**config.mk**
```make
export PLATFORM = sky130hd
export DESIGN_NAME = pulse_gen_array
export DESIGN_NICKNAME = d
export VERILOG_FILES = /design/src/rtl/pulse_gen_array.sv
export SDC_FILE = /design/constraint.sdc
export NUM_CORES = 1
export LEC_CHECK = 0
export CORE_MARGIN = 3
export CORE_UTILIZATION = 40
export CTS_CLUSTER_SIZE = 24
export DETAILED_ROUTE_END_ITERATION = 10
export GPL_ROUTABILITY_DRIVEN = 0
export GPL_TIMING_DRIVEN = 1
export REMOVE_ABC_BUFFERS = 1
export SLEW_MARGIN = 20
export SYNTH_ARGS = -nofsm -noshare
export SYNTH_HDL_FRONTEND = slang
export SYNTH_SLANG_ARGS = --single-unit
```
**constraint.sdc**
```tcl
create_clock -name clk_d -period 2.2 [get_ports clk_d]
set_clock_uncertainty 0.05 [all_clocks]
set_input_delay 0.55 -clock clk_d [delete_from_list [all_inputs] [get_ports clk_d]]
set_output_delay 0.55 -clock clk_d [all_outputs]
set_load 0.005 [all_outputs]
```
**src/rtl/pulse_gen_array.sv**
```systemverilog
`default_nettype none
// ============================================================================
// Module   : pulse_gen_array
// Purpose  : Multi-channel push-button conditioner: synchroniser, debounce and
//            registered edge / auto-repeat pulses under a shared mode and enable.
// Revision : 1.0  initial release
// ============================================================================
module pulse_gen_array #(
  parameter int N_CH          = 4,
  parameter int SYNC_STAGES   = 2,
  parameter int DEB_CYCLES    = 16,
  parameter int HOLD_CYCLES   = 1000,
  parameter int REPEAT_CYCLES = 250
) (
  input  logic            clk_d,
  input  logic            rst_n,
  input  logic [N_CH-1:0] pb_raw,
  input  logic [1:0]      mode,
  input  logic            en,
  output logic [N_CH-1:0] pb_level,
  output logic [N_CH-1:0] pb_pulse,
  output logic            pb_any
);

  localparam int c_deb_w   = $clog2(DEB_CYCLES + 1);
  localparam int c_rpt_max = (HOLD_CYCLES > REPEAT_CYCLES) ? HOLD_CYCLES : REPEAT_CYCLES;
  localparam int c_rpt_w   = $clog2(c_rpt_max);

  localparam logic [c_deb_w-1:0] c_deb_last  = c_deb_w'(DEB_CYCLES - 1);
  localparam logic [c_deb_w-1:0] c_deb_one   = c_deb_w'(1);
  localparam logic [c_rpt_w-1:0] c_hold_last = c_rpt_w'(HOLD_CYCLES - 1);
  localparam logic [c_rpt_w-1:0] c_rep_last  = c_rpt_w'(REPEAT_CYCLES - 1);
  localparam logic [c_rpt_w-1:0] c_rpt_one   = c_rpt_w'(1);

  localparam logic [1:0] c_mode_rise = 2'b00;
  localparam logic [1:0] c_mode_fall = 2'b01;
  localparam logic [1:0] c_mode_both = 2'b10;

  typedef enum logic [1:0] {
    ST_IDLE   = 2'b00,
    ST_HOLD   = 2'b01,
    ST_REPEAT = 2'b10
  } rpt_state_t;

  logic [1:0] r_mode_q;
  logic       w_mode_chg;

  always_ff @(posedge clk_d or negedge rst_n) begin
    if (!rst_n) r_mode_q <= 2'b00;
    else        r_mode_q <= mode;
  end

  // A mode change drops every channel back to idle and suppresses that cycle's pulse.
  assign w_mode_chg = (mode != r_mode_q);

  for (genvar i = 0; i < N_CH; i++) begin : g_ch
    logic [SYNC_STAGES-1:0] r_sync;
    logic [c_deb_w-1:0]     r_deb_cnt;
    logic [c_deb_w-1:0]     w_deb_cnt_nxt;
    logic                   r_level;
    logic                   w_toggle;
    logic                   w_rise;
    logic                   w_fall;
    rpt_state_t             r_state;
    rpt_state_t             w_state_nxt;
    logic [c_rpt_w-1:0]     r_rpt_cnt;
    logic [c_rpt_w-1:0]     w_rpt_cnt_nxt;
    logic                   r_pulse;
    logic                   w_pulse_nxt;

    always_ff @(posedge clk_d or negedge rst_n) begin
      if (!rst_n) begin
        r_sync    <= '0;
        r_deb_cnt <= '0;
        r_level   <= 1'b0;
      end else begin
        r_sync    <= {r_sync[SYNC_STAGES-2:0], pb_raw[i]};
        r_deb_cnt <= w_deb_cnt_nxt;
        r_level   <= r_level ^ w_toggle;
      end
    end

    always_comb begin
      w_deb_cnt_nxt = '0;
      w_toggle      = 1'b0;
      if (r_sync[SYNC_STAGES-1] != r_level) begin
        if (r_deb_cnt == c_deb_last) w_toggle = 1'b1;
        else                         w_deb_cnt_nxt = r_deb_cnt + c_deb_one;
      end
    end

    assign w_rise = w_toggle & ~r_level;
    assign w_fall = w_toggle &  r_level;

    always_ff @(posedge clk_d or negedge rst_n) begin
      if (!rst_n) begin
        r_state   <= ST_IDLE;
        r_rpt_cnt <= '0;
        r_pulse   <= 1'b0;
      end else begin
        r_state   <= w_state_nxt;
        r_rpt_cnt <= w_rpt_cnt_nxt;
        r_pulse   <= w_pulse_nxt;
      end
    end

    // Defaults return to idle; only an active mode-11 press keeps the FSM alive.
    always_comb begin
      w_state_nxt   = ST_IDLE;
      w_rpt_cnt_nxt = '0;
      w_pulse_nxt   = 1'b0;
      if (en && !w_mode_chg) begin
        case (mode)
          c_mode_rise: w_pulse_nxt = w_rise;
          c_mode_fall: w_pulse_nxt = w_fall;
          c_mode_both: w_pulse_nxt = w_rise | w_fall;
          default: begin
            case (r_state)
              ST_IDLE: begin
                if (w_rise) begin
                  w_pulse_nxt = 1'b1;
                  w_state_nxt = ST_HOLD;
                end
              end
              ST_HOLD: begin
                if (!w_fall) begin
                  if (r_rpt_cnt == c_hold_last) begin
                    w_pulse_nxt = 1'b1;
                    w_state_nxt = ST_REPEAT;
                  end else begin
                    w_state_nxt   = ST_HOLD;
                    w_rpt_cnt_nxt = r_rpt_cnt + c_rpt_one;
                  end
                end
              end
              ST_REPEAT: begin
                if (!w_fall) begin
                  w_state_nxt = ST_REPEAT;
                  if (r_rpt_cnt == c_rep_last) w_pulse_nxt   = 1'b1;
                  else                         w_rpt_cnt_nxt = r_rpt_cnt + c_rpt_one;
                end
              end
              default: ;
            endcase
          end
        endcase
      end
    end

    assign pb_level[i] = r_level;
    assign pb_pulse[i] = r_pulse;
  end

  assign pb_any = |pb_pulse;

endmodule
`default_nettype wire

```
## Word-level counts from Yosys, hierarchy flattened

Cells that the tools add are included.

- Bits in registers: 86
- Bits in latches: 0
- RAM bits: 0
- ROM bits: 0
- Bits of input ports: 9
- Logic and storage cells: 193
- Memories kept: 0

- Add/sub/neg operators: 8
- $mul: 0
- Divide/modulo/power cells: 0
- $lt $le $gt $ge: 0
- Equal/unequal tests: 27
- Shift-type cells: 0
- Mux-type cells: 104
- Bitwise logic cells: 20
- Reduce and logical (&&, ||, !) cells: 9

Operators by type and width:

| operator | count |
|---|---|
| 10-bit 2-to-1 mux | 24 |
| 10-bit case mux with 2 select lines | 4 |
| 10-bit by 1-bit adder with 10-bit output (second input constant) | 4 |
| 10-bit == test (second input constant) | 4 |
| 10-bit by 8-bit == test with 1-bit output (second input constant) | 4 |
| 2-bit 2-to-1 mux | 20 |
| 5-bit 2-to-1 mux | 8 |
| 1-bit 2-to-1 mux | 36 |
| 1-bit case mux with 3 select lines | 8 |
| 2-bit case mux with 3 select lines | 4 |
| 5-bit by 1-bit adder with 5-bit output (second input constant) | 4 |
| 5-bit by 4-bit == test with 1-bit output (second input constant) | 4 |
| 2-bit by 1-bit == test with 1-bit output (second input constant) | 5 |
| 2-bit == test (second input constant) | 5 |
| 2-bit logical NOT | 5 |
| 1-bit AND | 8 |
| 1-bit != test | 4 |
| 1-bit NOT | 4 |
| 1-bit OR | 4 |
| 4-bit OR reduction | 1 |
| 1-bit bitwise XOR | 4 |
| 3-bit OR reduction | 1 |
| 2-bit != test | 1 |
| 1-bit logical AND | 1 |
| 1-bit logical NOT | 1 |

## Logic depth before layout (Yosys ltp)

- Depth in word-level cells: 8
- Depth in mapped cells: 7

## Worst setup path after synthesis

OpenSTA, ideal clock, no wires.

- Kind: register to register
- Start point: register g_ch[0].r_rpt_cnt[0]
- End point: register g_ch[0].r_state[1]
- Arrival: 1.711 ns
- Data required time: 2.056 ns
- Slack: 0.346 ns
- Cell stages (with the launch flop): 6
- Path buffers: 0
- Period minus slack after synthesis: 1.854 ns
- Cell sequence: dfrtp_1 ha_1 nor4bb_1 nand4_1 or3b_2 a211oi_1

- Word-level cells in the longest chain between the ends: 6

RTL lines:

| item | line | text |
|---|---|---|
| start: declaration | 66 | `logic [c_rpt_w-1:0] r_rpt_cnt;` |
| start signal: assignment | 102 | `r_rpt_cnt <= w_rpt_cnt_nxt;` |
| 10-bit == test | 127 | `if (r_rpt_cnt == c_hold_last) begin` |
| 2-bit 2-to-1 mux | 127 |  |
| 2-bit 2-to-1 mux | 126 | `if (!w_fall) begin` |
| 2-bit case mux with 3 select lines | 118 | `case (r_state)` |
| 2-bit 2-to-1 mux | 113 | `case (mode)` |
| 2-bit 2-to-1 mux | 112 | `if (en && !w_mode_chg) begin` |
| named net g_ch[0].w_state_nxt[1] | 65 | `rpt_state_t w_state_nxt;` |
| end signal: assignment | 101 | `r_state <= w_state_nxt;` |
| end: declaration | 64 | `rpt_state_t r_state;` |

The timed path passes the listed nets, and every way through them passes these cells.

## Worst setup path in the final report

- Start point: register g_ch[1].r_pulse
- End point: output port pb_any

- Word-level cells in the longest chain between the ends: 1

RTL lines:

| item | line | text |
|---|---|---|
| start: declaration | 68 | `logic r_pulse;` |
| start signal: assignment | 103 | `r_pulse <= w_pulse_nxt;` |
| 4-bit OR reduction | 154 | `assign pb_any = \|pb_pulse;` |
| end: declaration | 22 | `output logic pb_any` |

Every way passes these cells.

==> flow_metrics.py <==
metrics = {
    "logic_synthesis": {
        "synth-edff-count": 0,
        "yosysSeqAreaShare_pct": 47.61,
        "synth_top_cell_area_share_pct": 47.61,
        "ys.flop_type": "dfrtp_1",
        "synth-async-reset-ratio_pct": 100.0,
        "synth_area_leader_cell": "dfrtp_1",
        "synth.distinct_cells": 53,
        "ys_ff_latch": 86,
        "yosysWarnings": 0,
        "synth_cells": 436,
        "synth_area_um2": 4521,
        "synthTopCellsByArea": "dfrtp_1, ha_1, nor3_1",
        "syn_area_per_cell_um2": 10.37,
    },
    "critical_path": {
        "ff2ff_path_depth": 5,
        "ff2ff_setup_slack_ps": 150,
        "cp-end-kind": "output port",
        "reg2reg_to": "g_ch[2].r_rpt_cnt[4]",
        "worstSetupPathType": "reg -> out",
        "startpoint_type": "flip-flop",
        "rr_startpoint": "g_ch[2].r_rpt_cnt[0]",
        "arrival_ps": 1490,
        "critical_path_required_ps": 1600,
        "critPathMaxFanout": 2,
    },
    "floorplanning": {
        "core_um2": 10940,
        "die_y_um": 112.3,
        "dieArea_um2": 12610,
        "initial_core_util_pct": 41.34,
        "ios": 18,
        "row_count": 38,
        "fp.dieW_um": 112.3,
    },
    "sta": {
        "period_minus_slack_ps": 2089,
        "rsz0062_at_grt": "false",
        "max_freq_mhz": 478.6,
        "maxSlewViolCount": 0,
        "hold_ws_ps": 123.3,
        "finalCritPeriodShare_pct": 94.98,
        "tightest_slew_ps": 469.5,
        "relSlewSlack_pct": 68.26,
        "setup_tns_ps": 0,
        "setup_viol": 0,
        "finalHoldViolations": 0,
    },
    "routing": {
        "routed-via-count": 3324,
        "drc": 0,
        "dr.first_iter.drc_count": 140,
        "drt-pass1-iter-count": 4,
        "viasPerCell": 5.379,
        "drt-total-wl_um": 9013,
        "ant_nets": 0,
        "routedWlPerCell_um": 14.58,
    },
    "clock_network": {
        "hold_buffers": 0,
        "cts_resized": 1,
        "cts.sinks": 86,
        "cts_root_buf": "clkbuf_16",
        "insertion_delay_ps": 330,
        "cts_setup_buffers": 0,
        "cts_max_level": 3,
        "cts_made_buffers": 9,
        "path_clk_slew_ps": 60,
        "clock_path_buffers": 2,
        "cts_tree": "done",
    },
    "outcome": {
        "outcome": "finished, final reports clean",
    },
    "flow_run": {
        "max_cap_violations": 0,
    },
    "place": {
        "port_buffers": 17,
        "dp.final_hpwl_um": 6515,
        "dp_cells": 604,
    },
    "global_route": {
        "grt.overflow.total": 0,
        "grt_max_degree": 37,
        "grt_pass1_wl_um": 15460,
        "track_usage_pct": 14.91,
        "antenna_found_initial": 0,
        "grt_pass1_vias": 3319,
    },
    "power": {
        "power.leakage_nw": 2.148,
        "total_power_mw": 3.121,
        "p_per_area_nw_per_um2": 597.2,
        "irDropWorstVdd_uv": 271.6,
    },
    "finish": {
        "fin_util_pct": 47.78,
        "n_antenna_cell": 0,
        "final.fill_count": 1016,
        "final_cells": 618,
        "fin_nets": 512,
        "drive_above_1_share_pct": 11.72,
        "area_delta_synth_final_pct": 15.58,
    },
    "worst_hold_path": {
        "hp-class": "in -> async",
    },
}
-- report_power, final --
part           total [mW]  internal (mW)  switching, mW
clock network        1.34          0.780          0.563
registers            1.63           1.61         0.0225
logic               0.145         0.0621         0.0834
total                3.12           2.45          0.669
-- layout make-up --
type	instances	area, µm²	area share (%)
tap	140	175.2	3.352
multi-input combinational	319	2218	42.46
clock buffer	12	246.5	4.717
sequential	86	2152	41.19
inverter	19	71.32	1.365
timing repair buffer	40	351.6	6.729
clock inverter	2	10.01	0.1916
-- stage by stage --
step	worst slack, ps	cell area [µm²]
2_1_floorplan	333.3	4442
3_5_place_dp	-158.7	4970
4_1_cts	90.64	5225
5_1_grt	16.85	5225
6_report	110.5	5225
3_3_place_gp	-15.09	4970
-- state kept, by name (all words and copies together) (netlist names), named ones only --
| register | flops |
|---|---|
| g_ch.r_rpt_cnt | 40 |
| g_ch.r_deb_cnt | 20 |
| g_ch.r_state | 8 |
| g_ch.r_sync | 8 |
| g_ch.r_pulse | 4 |
| r_mode_q | 2 |
-- logic make-up (layout without fill, tap and decap cells) --
kind of cell,Yosys count,in the layout,share of synthesized area [%]
buf+inv,31,73,3.321
simple gates,192,192,23.28
compound gates,54,54,9.051
mux,5,5,1.245
flops,86,86,47.61
xor+xnor,40,40,7.750
fa+ha+maj,28,28,7.750
-- how the worst max path moves through the flow --
stage	start	to	slack, ps	cells past startpoint
after floorplan	g_ch[3].r_rpt_cnt[1]	g_ch[3].r_rpt_cnt[2]	330	6
after global placement	mode[0]	g_ch[2].r_pulse	-20	5
after detailed placement	mode[0]	g_ch[2].r_pulse	-160	5
after CTS	g_ch[1].r_pulse	pb_any	90	2
after global routing	g_ch[2].r_rpt_cnt[0]	g_ch[2].r_rpt_cnt[9]	20	5
final	g_ch[1].r_pulse	pb_any	110	2
-- Yosys cell counts, types with 2 or more instances --
cell type and number:
buf_4 9, a31oi_1 7, a21boi_0 4, and4_1 3, mux2_2 5, a211oi_2 2
a22oi_1 2, nand2_1 26, nor3_1 54, nor4_1 3, a211oi_1 8, and3_1 8
inv_1 19, or4_4 2, ha_1 28, nor2_1 21, dfrtp_1 86, or2_2 4
nand3_1 25, nand4b_1 3, or3b_2 2, xor2_1 19, nand3b_1 5, and4b_1 3
a21oi_1 8, clkbuf_1 3, o21ai_0 11, and2_1 4, nand4_1 8, nand2b_1 6
nor2b_1 6, xnor2_1 21
-- per-layer routing --
metal | vias to the layer above | GRT usage, % | routed length, µm
li1 | 1638 | - | -
met1 | 1619 | 19.86 | 4345
met2 | 47 | 24.08 | 4254
met3 | 20 | 2.534 | 202
met4 | 0 | 6.410 | 211
met5 | - | 0 | 0
-- cell usage in the layout (no fill, tap or decap), types with 3 or more instances in the layout --
cell type        Yosys  routed
mux2_2               5       5
clkbuf_16            0       9
xor2_1              19      19
nor2b_1              6       6
and4b_1              3       3
a21boi_0             4       4
nand3b_1             5       5
clkdlybuf4s50_1      0      15
a31oi_1              7       7
dfrtp_1             86      86
xnor2_1             21      21
buf_4                9      23
nor4_1               3       3
and4_1               3       3
nand2b_1             6       6
ha_1                28      28
and3_1               8       8
or2_2                4       4
nand2_1             26      26
nand3_1             25      25
nor3_1              54      54
nor2_1              21      21
and2_1               4       4
o21ai_0             11      11
a21oi_1              8       8
a211oi_1             8       8
inv_1               19      19
nand4_1              8       8
nand4b_1             3       3
-- worst max-delay path, cell delays in order (launching register included) --
cell and delay (ps):
dfrtp_1 380, or4_1 500, dlygate4sd2_1 280
Power figures use the tool's default switching activity.
